**src/rtl/vga_cfg_sequencer_pkg.sv**
```systemverilog
// Shared definitions for the VGA config sequencer: FSM encoding, default
// parameter values and the default boot table.
package vga_cfg_sequencer_pkg;

  typedef enum logic [2:0] {
    ST_IDLE         = 3'd0,
    ST_BOOT         = 3'd1,
    ST_READY        = 3'd2,
    ST_HOST_WAIT_VS = 3'd3,
    ST_HOST_ISSUE   = 3'd4,
    ST_ERROR        = 3'd5
  } state_t;

  localparam int unsigned CFG_WIDTH_DEF    = 4;
  localparam int unsigned BOOT_ENTRIES_DEF = 8;
  localparam int unsigned TIMEOUT_DEF      = 64;

  // Boot data per table position; the address of entry i is simply i.
  function automatic logic [7:0] boot_data(input int unsigned idx);
    logic [7:0] d;
    case (idx)
      32'd0:   d = 8'h03;
      32'd1:   d = 8'h09;
      32'd2:   d = 8'h01;
      32'd3:   d = 8'h0C;
      32'd4:   d = 8'h05;
      32'd5:   d = 8'h0A;
      32'd6:   d = 8'h07;
      32'd7:   d = 8'h0E;
      default: d = 8'h00;
    endcase
    return d;
  endfunction

endpackage

```
**src/rtl/vga_cfg_sequencer_rom.sv**
```systemverilog
// Combinational boot-table lookup: table index -> {config addr, config data}.
module vga_cfg_sequencer_rom
  import vga_cfg_sequencer_pkg::*;
#(
  parameter int unsigned CONFIG_WIDTH = CFG_WIDTH_DEF,
  parameter int unsigned IDX_W        = 3
) (
  input  logic [IDX_W-1:0]        idx_i,
  output logic [CONFIG_WIDTH-1:0] addr_o,
  output logic [CONFIG_WIDTH-1:0] data_o
);

  // Address equals the table position; data comes from the shared table.
  always_comb begin
    addr_o = CONFIG_WIDTH'(idx_i);
    data_o = CONFIG_WIDTH'(boot_data(32'(idx_i)));
  end

endmodule

```
**src/rtl/vga_cfg_sequencer.sv**
```systemverilog
// Owns the VGA controller config port: replays the boot table on start, then
// forwards single host writes, optionally deferred to the VSync onset.
//
//  state           | meaning
//  ----------------+--------------------------------------------------------
//  ST_IDLE         | after reset, waits for start
//  ST_BOOT         | streaming boot table entries to the controller
//  ST_READY        | boot done, accepting one host write
//  ST_HOST_WAIT_VS | host write held until VSync turns active
//  ST_HOST_ISSUE   | presenting the held host write to the controller
//  ST_ERROR        | handshake timed out, waits for start
module vga_cfg_sequencer
  import vga_cfg_sequencer_pkg::*;
#(
  parameter int unsigned CONFIG_WIDTH = CFG_WIDTH_DEF,
  parameter int unsigned BOOT_ENTRIES = BOOT_ENTRIES_DEF,
  parameter int unsigned TIMEOUT      = TIMEOUT_DEF,
  parameter bit          SYNC_HOST    = 1'b1,
  parameter bit          VS_ACTIVE    = 1'b0
) (
  input  logic                    clk_i,
  input  logic                    rst_ni,
  input  logic                    start_i,
  input  logic                    h_valid_i,
  input  logic [CONFIG_WIDTH-1:0] h_addr_i,
  input  logic [CONFIG_WIDTH-1:0] h_data_i,
  output logic                    h_rdy_o,
  input  logic                    vsync_i,
  output logic                    c_valid_o,
  output logic [CONFIG_WIDTH-1:0] c_addr_o,
  output logic [CONFIG_WIDTH-1:0] c_data_o,
  input  logic                    c_rdy_i,
  output logic                    busy_o,
  output logic                    done_o,
  output logic                    err_o
);

  localparam int unsigned IDX_W = (BOOT_ENTRIES > 1) ? $clog2(BOOT_ENTRIES) : 1;
  localparam int unsigned TMR_W = $clog2(TIMEOUT);
  localparam logic [IDX_W-1:0] LAST_IDX = IDX_W'(BOOT_ENTRIES - 1);
  localparam logic [TMR_W-1:0] TMR_LAST = TMR_W'(TIMEOUT - 1);

  state_t                  state_q, state_d;
  logic [IDX_W-1:0]        idx_q, idx_d;
  logic [TMR_W-1:0]        timer_q, timer_d;
  logic [CONFIG_WIDTH-1:0] hold_addr_q, hold_addr_d;
  logic [CONFIG_WIDTH-1:0] hold_data_q, hold_data_d;
  logic                    vs_q;
  logic                    c_valid_q, c_valid_d;
  logic [CONFIG_WIDTH-1:0] c_addr_q, c_addr_d;
  logic [CONFIG_WIDTH-1:0] c_data_q, c_data_d;
  logic                    busy_q, busy_d;
  logic                    done_q, done_d;
  logic                    err_q, err_d;

  logic [IDX_W-1:0]        rom_idx;
  logic [CONFIG_WIDTH-1:0] rom_addr;
  logic [CONFIG_WIDTH-1:0] rom_data;

  logic xfer;
  logic stall;
  logic timed_out;
  logic vs_rise;

  vga_cfg_sequencer_rom #(
    .CONFIG_WIDTH (CONFIG_WIDTH),
    .IDX_W        (IDX_W)
  ) u_rom (
    .idx_i  (rom_idx),
    .addr_o (rom_addr),
    .data_o (rom_data)
  );

  assign xfer      = c_valid_q & c_rdy_i;
  assign stall     = c_valid_q & ~c_rdy_i;
  assign timed_out = stall && (timer_q == TMR_LAST);
  // Only a transition into the active level counts, never a level already held.
  assign vs_rise   = (vsync_i == VS_ACTIVE) && (vs_q != VS_ACTIVE);

  // Next-state, next-output and datapath selection for the sequencer.
  always_comb begin
    state_d     = state_q;
    idx_d       = idx_q;
    hold_addr_d = hold_addr_q;
    hold_data_d = hold_data_q;
    c_valid_d   = c_valid_q;
    c_addr_d    = c_addr_q;
    c_data_d    = c_data_q;
    busy_d      = busy_q;
    done_d      = done_q;
    err_d       = err_q;
    rom_idx     = '0;

    case (state_q)
      ST_IDLE, ST_ERROR: begin
        if (start_i) begin
          state_d   = ST_BOOT;
          idx_d     = '0;
          busy_d    = 1'b1;
          done_d    = 1'b0;
          err_d     = 1'b0;
          c_valid_d = 1'b1;
          c_addr_d  = rom_addr;
          c_data_d  = rom_data;
        end
      end

      ST_BOOT: begin
        if (xfer) begin
          if (idx_q == LAST_IDX) begin
            state_d   = ST_READY;
            c_valid_d = 1'b0;
            busy_d    = 1'b0;
            done_d    = 1'b1;
          end else begin
            idx_d     = idx_q + 1'b1;
            rom_idx   = idx_q + 1'b1;
            c_addr_d  = rom_addr;
            c_data_d  = rom_data;
          end
        end else if (timed_out) begin
          state_d   = ST_ERROR;
          c_valid_d = 1'b0;
          busy_d    = 1'b0;
          err_d     = 1'b1;
        end
      end

      ST_READY: begin
        if (start_i) begin
          state_d   = ST_BOOT;
          idx_d     = '0;
          busy_d    = 1'b1;
          done_d    = 1'b0;
          c_valid_d = 1'b1;
          c_addr_d  = rom_addr;
          c_data_d  = rom_data;
        end else if (h_valid_i) begin
          hold_addr_d = h_addr_i;
          hold_data_d = h_data_i;
          if (SYNC_HOST) begin
            state_d = ST_HOST_WAIT_VS;
          end else begin
            state_d   = ST_HOST_ISSUE;
            c_valid_d = 1'b1;
            c_addr_d  = h_addr_i;
            c_data_d  = h_data_i;
          end
        end
      end

      ST_HOST_WAIT_VS: begin
        if (vs_rise) begin
          state_d   = ST_HOST_ISSUE;
          c_valid_d = 1'b1;
          c_addr_d  = hold_addr_q;
          c_data_d  = hold_data_q;
        end
      end

      ST_HOST_ISSUE: begin
        if (xfer) begin
          state_d   = ST_READY;
          c_valid_d = 1'b0;
        end else if (timed_out) begin
          state_d   = ST_ERROR;
          c_valid_d = 1'b0;
          err_d     = 1'b1;
        end
      end

      default: begin
        state_d   = ST_IDLE;
        c_valid_d = 1'b0;
        busy_d    = 1'b0;
      end
    endcase

    // Timer measures one uninterrupted stall; any progress restarts it.
    if (xfer || (state_d != state_q)) begin
      timer_d = '0;
    end else if (stall) begin
      timer_d = timer_q + 1'b1;
    end else begin
      timer_d = timer_q;
    end
  end

  // State, counters, hold registers and registered outputs.
  always_ff @(posedge clk_i or negedge rst_ni) begin
    if (!rst_ni) begin
      state_q     <= ST_IDLE;
      idx_q       <= '0;
      timer_q     <= '0;
      hold_addr_q <= '0;
      hold_data_q <= '0;
      vs_q        <= 1'b0;
      c_valid_q   <= 1'b0;
      c_addr_q    <= '0;
      c_data_q    <= '0;
      busy_q      <= 1'b0;
      done_q      <= 1'b0;
      err_q       <= 1'b0;
    end else begin
      state_q     <= state_d;
      idx_q       <= idx_d;
      timer_q     <= timer_d;
      hold_addr_q <= hold_addr_d;
      hold_data_q <= hold_data_d;
      vs_q        <= vsync_i;
      c_valid_q   <= c_valid_d;
      c_addr_q    <= c_addr_d;
      c_data_q    <= c_data_d;
      busy_q      <= busy_d;
      done_q      <= done_d;
      err_q       <= err_d;
    end
  end

  // A start pulse in READY takes priority, so the host is not told it was accepted.
  assign h_rdy_o   = (state_q == ST_READY) & ~start_i;
  assign c_valid_o = c_valid_q;
  assign c_addr_o  = c_addr_q;
  assign c_data_o  = c_data_q;
  assign busy_o    = busy_q;
  assign done_o    = done_q;
  assign err_o     = err_q;

endmodule

```
**config.mk**
```make
export PLATFORM = sky130hd
export DESIGN_NAME = vga_cfg_sequencer
export DESIGN_NICKNAME = d
export VERILOG_FILES = /design/src/rtl/vga_cfg_sequencer_pkg.sv /design/src/rtl/vga_cfg_sequencer_rom.sv /design/src/rtl/vga_cfg_sequencer.sv
export SDC_FILE = /design/constraint.sdc
export NUM_CORES = 1
export LEC_CHECK = 0
export ABC_AREA = 1
export BUFFER_PORTS_ARGS = -buffer_cell sky130_fd_sc_hd__buf_2
export CORE_ASPECT_RATIO = 1.25
export CORE_UTILIZATION = 30
export DETAILED_ROUTE_END_ITERATION = 16
export PLACE_DENSITY = 0.47
export SYNTH_ARGS = -nofsm -noshare
export SYNTH_HDL_FRONTEND = slang
export SYNTH_SLANG_ARGS = --single-unit
```
**constraint.sdc**
```tcl
create_clock -name clk_i -period 3.6 [get_ports clk_i]
set_input_delay 0.18 -clock clk_i [delete_from_list [all_inputs] [get_ports clk_i]]
set_output_delay 0.18 -clock clk_i [all_outputs]
set_load 0.1 [all_outputs]
```
# Yosys cells after proc, flatten, opt, wreduce, memory -nomap -nowiden
# Memory sizes are Yosys's and may differ from the RTL's.
# Cells that the tools add are included.
# Widths: inputs -> output; s select.
[word_totals]
register_bits = 33
input_bits = 14
mem_bits_ro = 32
wordCells = 104
memories = 1
[op_classes]
n_eq_ne = 18
n_reduce_logical = 19
bitwise = 7
muxes = 45
add_sub_neg = 2
[mem_list]
columns = ["name", "words", "width", "rd", "rd_clocked_by_memory_dff", "write_ports", "line", "text"]
rows = [
  ["(name not given)", 8, 4, 1, 0, 0, "vga_cfg_sequencer_pkg.sv:21", "case (idx)"],
]
[ops]
columns = ["op", "count"]
rows = [
  ["$mux 3", 14],
  ["$mux 4", 8],
  ["$pmux 4 s3", 2],
  ["$reduce_and 4->1", 4],
  ["$pmux 3 s5", 1],
  ["$mux 1", 13],
  ["$mux 6", 2],
  ["$ne 2x2->1 const B", 6],
  ["$eq 3x3->1 const B", 3],
  ["$add 6x1->6 const B", 1],
  ["$eq 3x2->1 const B", 2],
  ["$eq 6x6->1 const B", 1],
  ["$ne 3x3->1 const B", 2],
  ["$pmux 3 s2", 1],
  ["$reduce_and 3->1", 2],
  ["$reduce_bool 2->1", 3],
  ["$reduce_or 2->1", 3],
  ["$reduce_and 5->1", 1],
  ["$ne 2x1->1 const B", 2],
  ["$not 1->1", 4],
  ["$pmux 1 s2", 2],
  ["$pmux 1 s4", 1],
  ["$add 3x1->3 const B", 1],
  ["$and 1x1->1", 3],
  ["other kinds (8)", 9],
]

# Depth between registers and ports, before layout
# Gate-level depths: netlist of run 1.
[logic_depth]
depth_word = 9
depth_mapped = 11
depth_no_buf = 11

# Cells and area by module
# A second synthesis of run 1 with hierarchy kept.
[hier_totals]
cells_unflattened = 225
hier_area_um2 = 1894.3
[modules_own_cells]
columns = ["module", "instances", "cells_each", "seq_area_each_um2", "area_each_um2"]
rows = [
  ["vga_cfg_sequencer", 1, 211, 825.8, 1819.2],
  ["vga_cfg_sequencer_rom", 1, 14, 0.0, 75.1],
]

# Worst setup path after synthesis of run 1
# OpenSTA, ideal clock, no wires.
[synth_path]
path_kind = "register to register"
from = "register state_q[2]"
to = "register hold_addr_q[0]"
stages_incl_launch_ff = 7
setup_slack_ps = 890
period_less_slack_ps = 2710
t_arrival_ps = 2585
n_path_buf = 1
path_cell_list = "dfrtp_1 > buf_4 > nor2_2 > inv_2 > nor3_2 > nand2_2 > mux2_2"
[synth_between]
elab_chain_len = 2
[synth_lines]
columns = ["element", "line", "text"]
rows = [
  ["from (decl)", "vga_cfg_sequencer.sv:43", "state_t state_q, state_d;"],
  ["from (signal assigned)", "vga_cfg_sequencer.sv:205", "state_q <= state_d;"],
  ["$eq 3x2->1", "vga_cfg_sequencer.sv:94", "case (state_q)"],
  ["$reduce_and 3->1 (no line)", "n/a", ""],
  ["to (signal assigned)", "vga_cfg_sequencer.sv:208", "hold_addr_q <= hold_addr_d;"],
  ["to (decl)", "vga_cfg_sequencer.sv:46", "logic [CONFIG_WIDTH-1:0] hold_addr_q, hold_addr_d;"],
]
# No other way between the ends.
# A chain may end at the register's enable or synchronous reset.

# Worst setup path after layout of run 1
[layout_path]
from = "register state_q[2]"
to = "output h_rdy_o"
[layout_between]
elab_chain_len = 2
[layout_lines]
columns = ["element", "line", "text"]
rows = [
  ["$eq 3x2->1", "vga_cfg_sequencer.sv:221", "assign h_rdy_o = (state_q == ST_READY) & ~start_i;"],
  ["$and 1x1->1", "vga_cfg_sequencer.sv:221", ""],
  ["to (decl)", "vga_cfg_sequencer.sv:27", "output logic h_rdy_o,"],
]
# No other way between the ends.

==> impl_metrics.prom, run 1 <==
# TYPE chip_impl_metric gauge
chip_impl_metric{name="p_per_area",unit="nW/um2"} 998
chip_impl_metric{name="min_period",unit="ns"} 1.94
chip_impl_metric{name="area.sequential",unit="um2"} 826
chip_impl_metric{name="cts_htree_levels",unit=""} 2
chip_impl_info{name="synthTopCellsByArea",value="sky130_fd_sc_hd__dfrtp_1 (48%), sky130_fd_sc_hd__nand2_1 (10%), sky130_fd_sc_hd__mux2_2 (5.2%)"} 1
chip_impl_metric{name="count_of_buffers_added_by_post_cts_timing_repair_for_setup",unit=""} 0
chip_impl_metric{name="hpwl_after_detailed_placement",unit="mm"} 2.83
chip_impl_metric{name="core.rowCount",unit=""} 30
chip_impl_metric{name="slew-limit-headroom",unit="%"} 51.2
chip_impl_metric{name="gr-total-overflow",unit=""} 0
chip_impl_metric{name="grt_pass1_vias",unit=""} 1506
chip_impl_info{name="timing.rr.start",value="idx_q[0]"} 1
chip_impl_metric{name="ys_seq_elements",unit=""} 33
chip_impl_metric{name="yosys_warnings",unit=""} 0
chip_impl_metric{name="finalCritPeriodShare",unit="%"} 53.8
chip_impl_metric{name="layout.core_utilization",unit="%"} 36.8
chip_impl_metric{name="drtIter0Drc",unit=""} 30
chip_impl_metric{name="final.fill_count",unit=""} 598
chip_impl_metric{name="gr-usage-met3",unit="%"} 3.82
chip_impl_metric{name="summed_area_of_non_filler_cells_in_the_final_layout",unit="um2"} 2030
chip_impl_info{name="hold_path.class",value="in -> reg"} 1
chip_impl_info{name="outcome",value="finished, final reports clean"} 1
chip_impl_metric{name="hold_path_stages",unit=""} 1
chip_impl_metric{name="cts_made_buffers",unit=""} 5
chip_impl_metric{name="multi_input_area",unit="um2"} 805
chip_impl_metric{name="start_util",unit="%"} 31.5
chip_impl_metric{name="finalHoldViolCount",unit=""} 0
chip_impl_metric{name="layout-drive-gt1-share",unit="%"} 28.4
chip_impl_metric{name="synth_top_cell_area_share",unit="%"} 47.5
chip_impl_metric{name="die_w",unit="um"} 70.1
chip_impl_metric{name="clkTransAtPathRegs",unit="ns"} 0.07
chip_impl_info{name="timing.critical_path.to_type",value="primary output"} 1
chip_impl_metric{name="vdd.ir_drop.worst",unit="mV"} 0.514
chip_impl_info{name="grt_setup_unrepaired",value="no"} 1
chip_impl_metric{name="slew_violations",unit=""} 0
chip_impl_metric{name="num_antenna_cells",unit=""} 0
chip_impl_metric{name="tritoncts_num_sinks",unit=""} 33
chip_impl_metric{name="ff2ff_setup_slack",unit="ns"} 1.77
chip_impl_info{name="final_cell_mix",value="sky130_fd_sc_hd__nand2_1 (48), sky130_fd_sc_hd__dfrtp_1 (33), sky130_fd_sc_hd__buf_2 (26), sky130_fd_sc_hd__nor2_1 (18), sky130_fd_sc_hd__inv_1 (13)"} 1
chip_impl_metric{name="first_pass_iters",unit=""} 4
chip_impl_info{name="cts-root-buf",value="sky130_fd_sc_hd__clkbuf_8"} 1
chip_impl_metric{name="total_leakage_power",unit="nW"} 1.05
chip_impl_metric{name="sequential_to_total_area_share_from_yosys_stat",unit="%"} 47.5
chip_impl_metric{name="clock_skew",unit="ns"} 0.00394
chip_impl_metric{name="first_pass_grt_wire_length",unit="mm"} 6.74
chip_impl_metric{name="finish.net_count",unit=""} 248
chip_impl_metric{name="total_setup_violations_reported_at_the_end_of_the_flow",unit=""} 0
chip_impl_metric{name="fmax",unit="MHz"} 516
chip_impl_metric{name="global_route.usage.met1",unit="%"} 15.8
chip_impl_metric{name="r2r.worst_path.cells",unit=""} 7
chip_impl_info{name="setup.worst_path.start_class",value="register"} 1
chip_impl_info{name="critical-path-top-delay-family",value="buffers and inverters"} 1
chip_impl_info{name="holdPathEnd",value="vs_q"} 1
chip_impl_metric{name="detail_route.vias_per_cell",unit=""} 4.74
chip_impl_info{name="tritoncts",value="done"} 1
chip_impl_metric{name="grt_max_degree",unit=""} 34
chip_impl_metric{name="worst_ep_required_time",unit="ns"} 3.42
chip_impl_metric{name="path_max_fanout",unit=""} 8
chip_impl_metric{name="syn_avg_cell_area",unit="um2"} 8.69
chip_impl_metric{name="area_growth",unit="%"} 17.0
chip_impl_metric{name="post_synthesis_cells",unit=""} 200
chip_impl_metric{name="max_cap_viol_count",unit=""} 0
chip_impl_metric{name="placement.io_buffers",unit=""} 26
chip_impl_metric{name="fp.dieArea",unit="um2"} 6100
chip_impl_info{name="grt-busiest-layer",value="met2"} 1
chip_impl_metric{name="setup_total_negative_slack",unit="ns"} 0
chip_impl_info{name="cp_max_delay_cell",value="sky130_fd_sc_hd__dfrtp_1"} 1
chip_impl_metric{name="route.antenna.remaining_nets",unit=""} 0
chip_impl_metric{name="placement.cell_area",unit="um2"} 1920
chip_impl_metric{name="routed_length_per_placed_instance",unit="um"} 12.6
chip_impl_metric{name="grtUsageTotal",unit="%"} 14.1
chip_impl_metric{name="clk_latency",unit="ns"} 0.28
chip_impl_metric{name="grt_antenna_before_repair",unit=""} 0
chip_impl_metric{name="netlist_area",unit="um2"} 1740
chip_impl_metric{name="grtUsageMet2",unit="%"} 25.5
chip_impl_metric{name="finalHoldWorstSlack",unit="ns"} 0.0169
chip_impl_info{name="synthDominantAreaCellType",value="sky130_fd_sc_hd__dfrtp_1"} 1
chip_impl_metric{name="core_area",unit="um2"} 5520
chip_impl_metric{name="critical_path_buf_inv_count",unit=""} 2
chip_impl_metric{name="place.gp.congestion",unit=""} 0.800
chip_impl_metric{name="max-clock-path-buffers",unit=""} 2
chip_impl_info{name="layout_commonest_cell",value="sky130_fd_sc_hd__nand2_1"} 1
chip_impl_metric{name="synth.net_count",unit=""} 217
chip_impl_metric{name="crit_arrival",unit="ns"} 1.76
chip_impl_metric{name="yosysUniqueCellTypes",unit=""} 27
chip_impl_metric{name="die_h",unit="um"} 87.1
chip_impl_metric{name="io-pin-count",unit=""} 27
chip_impl_info{name="timing.hold.worst.start",value="vsync_i"} 1
chip_impl_metric{name="critPathMaxStageDelay",unit="ns"} 0.49
chip_impl_metric{name="final_routed_drc_violation_total",unit=""} 0
chip_impl_metric{name="transition_at_the_pin_with_the_smallest_max_transition_slack",unit="ns"} 0.732
chip_impl_metric{name="totalWireLength",unit="mm"} 3.72
chip_impl_info{name="crit_chain",value="nor2_2 > inv_2 > nor3_2 > buf_2"} 1
chip_impl_info{name="worstSetupPathType",value="reg -> out"} 1
chip_impl_info{name="timing.rr.end",value="c_addr_o[3]"} 1
chip_impl_metric{name="vias",unit=""} 1404
==> cells by family (layout without fill, tap and decap cells) <==
family          after synthesis  in the layout  synth area share (%)
compound gates               27             27                  9.00
flops                        33             33                  47.5
mux                           9              9                  5.76
simple gates                 98             98                  26.3
buf+inv                      24             56                  6.19
fa+ha+maj                     3              3                  2.16
xor+xnor                      6              6                  3.02
==> how the worst max path moves through the flow <==
stage / from / end / slack, ns / cells past startpoint
floorplan: state_q[2] / hold_addr_q[0] / 0.89 / 6
global placement: state_q[1] / c_data_o[0] / 1.81 / 10
detailed placement: idx_q[0] / c_addr_o[3] / 1.76 / 7
CTS: state_q[2] / h_rdy_o / 1.65 / 4
global route: state_q[2] / h_rdy_o / 1.56 / 4
finish: state_q[2] / h_rdy_o / 1.66 / 4
==> area by class of cell <==
class | instances | share of cell area, %
clock inverters | 1 | 0.246
flip-flops and latches | 33 | 40.6
well taps | 64 | 3.94
multi-input cells | 143 | 39.6
repair buffers | 27 | 6.89
inverters | 21 | 4.00
clock buffers | 7 | 4.74
==> layer usage <==
| layer | share of wire (%) | up-vias |
|---|---|---|
| li1 | - | 715 |
| met1 | 43 | 653 |
| met2 | 51 | 28 |
| met3 | 3.6 | 8 |
| met4 | 1.8 | 0 |
| met5 | 0 | - |
==> synthesized netlist by cell type <==
cell type,count
sky130_fd_sc_hd__o21ai_2,2
sky130_fd_sc_hd__o21a_1,2
sky130_fd_sc_hd__a22o_1,1
sky130_fd_sc_hd__a21oi_1,6
sky130_fd_sc_hd__o211ai_1,2
sky130_fd_sc_hd__buf_6,1
sky130_fd_sc_hd__mux2_2,8
sky130_fd_sc_hd__nand3_2,4
sky130_fd_sc_hd__o21ai_1,3
sky130_fd_sc_hd__nor2_4,2
sky130_fd_sc_hd__inv_4,1
sky130_fd_sc_hd__o21ai_0,11
sky130_fd_sc_hd__inv_1,13
sky130_fd_sc_hd__ha_1,3
sky130_fd_sc_hd__dfrtp_1,33
sky130_fd_sc_hd__mux2i_1,1
sky130_fd_sc_hd__inv_2,7
sky130_fd_sc_hd__nor2_1,18
sky130_fd_sc_hd__nand2_1,48
sky130_fd_sc_hd__nor2_2,2
sky130_fd_sc_hd__nand2_2,4
sky130_fd_sc_hd__xnor2_1,1
sky130_fd_sc_hd__xor2_1,5
sky130_fd_sc_hd__nor3_2,2
sky130_fd_sc_hd__buf_4,2
sky130_fd_sc_hd__nor3_1,7
sky130_fd_sc_hd__nand3_1,11
==> metrics by stage <==
stage          total power [mW]  worst slack (ns)  std cells
5_1_grt                    2.20              1.56        296
4_1_cts                    2.06              1.65        296
2_1_floorplan              1.54             0.890        200
3_3_place_gp               1.74              1.81        287
3_5_place_dp               1.74              1.76        287
6_report                   2.03              1.66        296
==> repair_timing <==
action,in CTS,in global routing
resized for setup,0,0
hold buffers,1,0
endpoints found under the hold margin,33,0
==> sequential cells by signal, summed over array words and instances (netlist names), 3 cells and up <==
name and count:
idx_q 3, state_q 3, c_addr_o 4, timer_q 6, c_data_o 4, hold_addr_q 4
hold_data_q 4
==> power by group <==
group / switching (mW) / total (mW) / internal, mW
clock: 0.136 / 0.308 / 0.173
sequential: 0.0977 / 0.594 / 0.496
combinational: 0.846 / 1.13 / 0.279
total: 1.08 / 2.03 / 0.949
No activity file was read; power rests on OpenSTA's default activity.
==> run 2: changes to the inputs <==
- ABC_AREA: 1 -> 0
- PLACE_DENSITY: 0.47 -> 0.46
- clock period: 3.6 -> 1.8 ns (I/O delays scaled with it)
==> run 2 against run 1 <==
  * Synthesized cell count fell by 11%
  * Clock power rose by 140%
  * Final area rose by 13%
  * Area after synthesis rose by 2.7%
  * Clock skew rose by 0.0060 ns
  * Die area rose by 2.7%
  * Power rose by 64%
  * First-iteration DRC count fell by 6.7%
  * Sequential cell count did not move
  * Sequential share of layout area fell by 4.6 points
  * Sequential power rose by 70%
  * Via count rose by 3.3%
==> impl_metrics.prom, run 2 <==
# TYPE chip_impl_metric gauge
chip_impl_metric{name="num_antenna_cells",unit=""} 0
chip_impl_metric{name="tritoncts_num_sinks",unit=""} 33
chip_impl_info{name="synthTopCellsByArea",value="sky130_fd_sc_hd__dfrtp_1 (46%), sky130_fd_sc_hd__mux2_2 (5.0%), sky130_fd_sc_hd__nand2_1 (4.4%)"} 1
chip_impl_metric{name="area_growth",unit="%"} 29.0
chip_impl_info{name="grt_setup_unrepaired",value="no"} 1
chip_impl_metric{name="drtIter0Drc",unit=""} 28
chip_impl_info{name="tritoncts",value="done"} 1
chip_impl_metric{name="clk_latency",unit="ns"} 0.29
chip_impl_metric{name="clock_skew",unit="ns"} 0.00998
chip_impl_metric{name="transition_at_the_pin_with_the_smallest_max_transition_slack",unit="ns"} 0.491
chip_impl_metric{name="first_pass_iters",unit=""} 6
chip_impl_info{name="hold_path.class",value="in -> reg"} 1
chip_impl_info{name="layout_commonest_cell",value="sky130_fd_sc_hd__dfrtp_1"} 1
chip_impl_metric{name="clkTransAtPathRegs",unit="ns"} 0.08
chip_impl_metric{name="layout.core_utilization",unit="%"} 39.9
chip_impl_info{name="synth-main-ff-cell",value="sky130_fd_sc_hd__dfrtp_1"} 1
chip_impl_info{name="setup.worst_path.start_class",value="register"} 1
chip_impl_metric{name="slew_violations",unit=""} 0
chip_impl_metric{name="die_w",unit="um"} 71
chip_impl_metric{name="wl_met2",unit="mm"} 2.00
chip_impl_info{name="cts-root-buf",value="sky130_fd_sc_hd__clkbuf_8"} 1
chip_impl_metric{name="p_per_area",unit="nW/um2"} 1440
chip_impl_metric{name="sequential_to_total_area_share_from_yosys_stat",unit="%"} 46.3
chip_impl_metric{name="routed_length_per_placed_instance",unit="um"} 14.4
chip_impl_metric{name="core.rowCount",unit=""} 31
chip_impl_metric{name="post_synthesis_cells",unit=""} 178
chip_impl_metric{name="final_routed_drc_violation_total",unit=""} 0
chip_impl_metric{name="core_area",unit="um2"} 5780
chip_impl_metric{name="critPathMaxStageDelay",unit="ns"} 0.37
chip_impl_metric{name="crit_arrival",unit="ns"} 1.92
chip_impl_metric{name="netlist_area",unit="um2"} 1790
chip_impl_metric{name="total_setup_violations_reported_at_the_end_of_the_flow",unit=""} 0
chip_impl_metric{name="detail_route.vias_per_cell",unit=""} 5.00
chip_impl_metric{name="finish.net_count",unit=""} 240
chip_impl_metric{name="finalCritPeriodShare",unit="%"} 96.9
chip_impl_info{name="outcome",value="finished, final reports clean"} 1
chip_impl_info{name="netlist_top_cells_count",value="sky130_fd_sc_hd__dfrtp_1 (33), sky130_fd_sc_hd__nand2_1 (21), sky130_fd_sc_hd__a21oi_1 (13)"} 1
chip_impl_metric{name="grtUsageTotal",unit="%"} 14.5
chip_impl_metric{name="hpwl_after_detailed_placement",unit="mm"} 3.11
chip_impl_metric{name="met3RoutedLength",unit="um"} 136
chip_impl_metric{name="start_util",unit="%"} 30.9
chip_impl_info{name="most_frequent_cell_after_synthesis",value="sky130_fd_sc_hd__dfrtp_1"} 1
chip_impl_metric{name="grt_antenna_before_repair",unit=""} 0
chip_impl_metric{name="synth_top_cell_area_share",unit="%"} 46.3
chip_impl_metric{name="fmax",unit="MHz"} 573
chip_impl_metric{name="critical_path_buf_inv_count",unit=""} 0
chip_impl_metric{name="path_max_fanout",unit=""} 3
chip_impl_metric{name="max_cap_viol_count",unit=""} 0
chip_impl_metric{name="grt_max_degree",unit=""} 23
chip_impl_metric{name="vdd.ir_drop.worst",unit="mV"} 1.10
chip_impl_metric{name="gr-total-overflow",unit=""} 0
chip_impl_metric{name="route.antenna.remaining_nets",unit=""} 0
chip_impl_metric{name="slew-limit-headroom",unit="%"} 67.5
chip_impl_metric{name="die_h",unit="um"} 88.3
chip_impl_info{name="synthDominantAreaCellType",value="sky130_fd_sc_hd__dfrtp_1"} 1
chip_impl_metric{name="cts_made_buffers",unit=""} 5
chip_impl_metric{name="min_period",unit="ns"} 1.74
chip_impl_metric{name="synth_enable_flop_cells",unit=""} 0
chip_impl_metric{name="worst_ep_required_time",unit="ns"} 1.97
chip_impl_metric{name="vias",unit=""} 1450
chip_impl_metric{name="total_leakage_power",unit="nW"} 1.11
chip_impl_info{name="worstSetupPathType",value="reg -> reg"} 1
chip_impl_info{name="cp_max_delay_cell",value="sky130_fd_sc_hd__dfrtp_1"} 1
chip_impl_metric{name="ys_seq_elements",unit=""} 33
chip_impl_metric{name="totalWireLength",unit="mm"} 4.16
chip_impl_info{name="final_cell_mix",value="sky130_fd_sc_hd__dfrtp_1 (32), sky130_fd_sc_hd__buf_2 (25), sky130_fd_sc_hd__nand2_1 (20), sky130_fd_sc_hd__buf_4 (16), sky130_fd_sc_hd__a21oi_1 (12)"} 1
chip_impl_metric{name="largest_register_ffs",unit=""} 6
chip_impl_metric{name="placement.cell_area",unit="um2"} 2110
chip_impl_info{name="timing.critical_path.to_type",value="register"} 1
chip_impl_metric{name="fp.dieArea",unit="um2"} 6270
chip_impl_metric{name="final.fill_count",unit=""} 573
chip_impl_metric{name="io-pin-count",unit=""} 27
chip_impl_metric{name="place.gp.congestion",unit=""} 0.771
chip_impl_metric{name="grt_pass1_vias",unit=""} 1477
chip_impl_metric{name="async_reset_ff_share",unit="%"} 100
chip_impl_metric{name="max-clock-path-buffers",unit=""} 2
chip_impl_metric{name="wirelength_met1",unit="mm"} 1.98
chip_impl_info{name="top_layer_used",value="met4"} 1
chip_impl_metric{name="synth.net_count",unit=""} 195
chip_impl_metric{name="finalHoldViolCount",unit=""} 0
chip_impl_metric{name="cts_htree_levels",unit=""} 2
chip_impl_metric{name="placement.io_buffers",unit=""} 26
chip_impl_metric{name="syn_avg_cell_area",unit="um2"} 10.0
chip_impl_info{name="registers.top_by_ff_count",value="timer_q"} 1
chip_impl_metric{name="yosys_warnings",unit=""} 0
chip_impl_metric{name="layout-drive-gt1-share",unit="%"} 38.4
chip_impl_metric{name="yosysUniqueCellTypes",unit=""} 49
chip_impl_metric{name="first_pass_grt_wire_length",unit="mm"} 7.00
chip_impl_metric{name="summed_area_of_non_filler_cells_in_the_final_layout",unit="um2"} 2300
chip_impl_info{name="critical-path-top-delay-family",value="simple AND/OR/NAND/NOR gates"} 1
chip_impl_info{name="crit_chain",value="ha_1 > and4b_2 > and4_4 > o21bai_2 > a221oi_2 > mux2_4"} 1
[run 2: cell type report]
| cell class | count | area [um2] | share of cell area [%] |
|---|---|---|---|
| multi-input combinational | 134 | 951 | 41.3 |
| sequential | 33 | 830 | 36.0 |
| timing repair buffer | 45 | 305 | 13.3 |
| clock buffer | 6 | 82.6 | 3.59 |
| tap | 66 | 82.6 | 3.59 |
| clock inverter | 2 | 37.5 | 1.63 |
| inverter | 4 | 15.0 | 0.652 |
[run 2: logic make-up (layout without fill, tap and decap cells)]
family                     count (synthesis)  after routing  share of synthesized area [%]
buffers and inverters                     11             57                           3.71
AOI/OAI and AO/OA                         49             49                           17.9
adders and majority gates                  3              3                           2.10
and+or+nand+nor                           65             65                           20.1
muxes                                     11             11                           7.01
DFF                                       33             33                           46.3
xor gates and xnor gates                   6              6                           2.94
[run 2: per-stage QoR]
stage	power, mW	cells	TNS [ns]	setup slack, ns	hold slack, ns
after floorplan	2.23	178	-2.20	-0.293	-0.206
after global placement	2.54	277	-0.0231	-0.0201	-0.00581
after CTS	3.29	287	0	0.0116	0.0172
after global routing	3.49	290	0	0.00164	0.0192
final	3.32	290	0	0.0563	0.0245
after detailed placement	2.54	277	-0.0231	-0.0231	-0.0133
[run 2: repair_timing]
item | 4_1_cts | 5_1_grt
pin swaps | 0 | 1
setup buffers | 0 | 3
hold buffers | 2 | 0
endpoints found under the setup margin | 2 | 16
gates resized for setup | 3 | 6
endpoints found under the hold margin | 12 | 0
[run 2: path summary, 6_finish.rpt]
kind	startpoint	to	slack, ns	cells after the start
worst max-delay path	timer_q[0]	c_valid_o	0.06	6
worst min-delay path	h_addr_i[2]	hold_addr_q[2]	0.02	2
worst max register to register	timer_q[0]	c_valid_o	0.06	6
worst min register to register	c_addr_o[3]	c_addr_o[3]	0.48	2
max in group asynchronous	rst_ni	vs_q	1.00	3
min in group asynchronous	rst_ni	timer_q[0]	0.22	2
[run 2: report_power, final]
group          internal [mW]  leakage (nW)  switching, mW
logic                  0.470         0.620           1.11
clock network          0.450        0.0574          0.282
registers              0.899         0.432          0.114
total                   1.82          1.11           1.50
[run 2: layer usage]
layer  global-route usage, %  up-vias
met3                    3.30        4
met1                    17.7      693
met2                    24.9       28
met4                    6.18        0
met5                       0        -
li1                        -      725
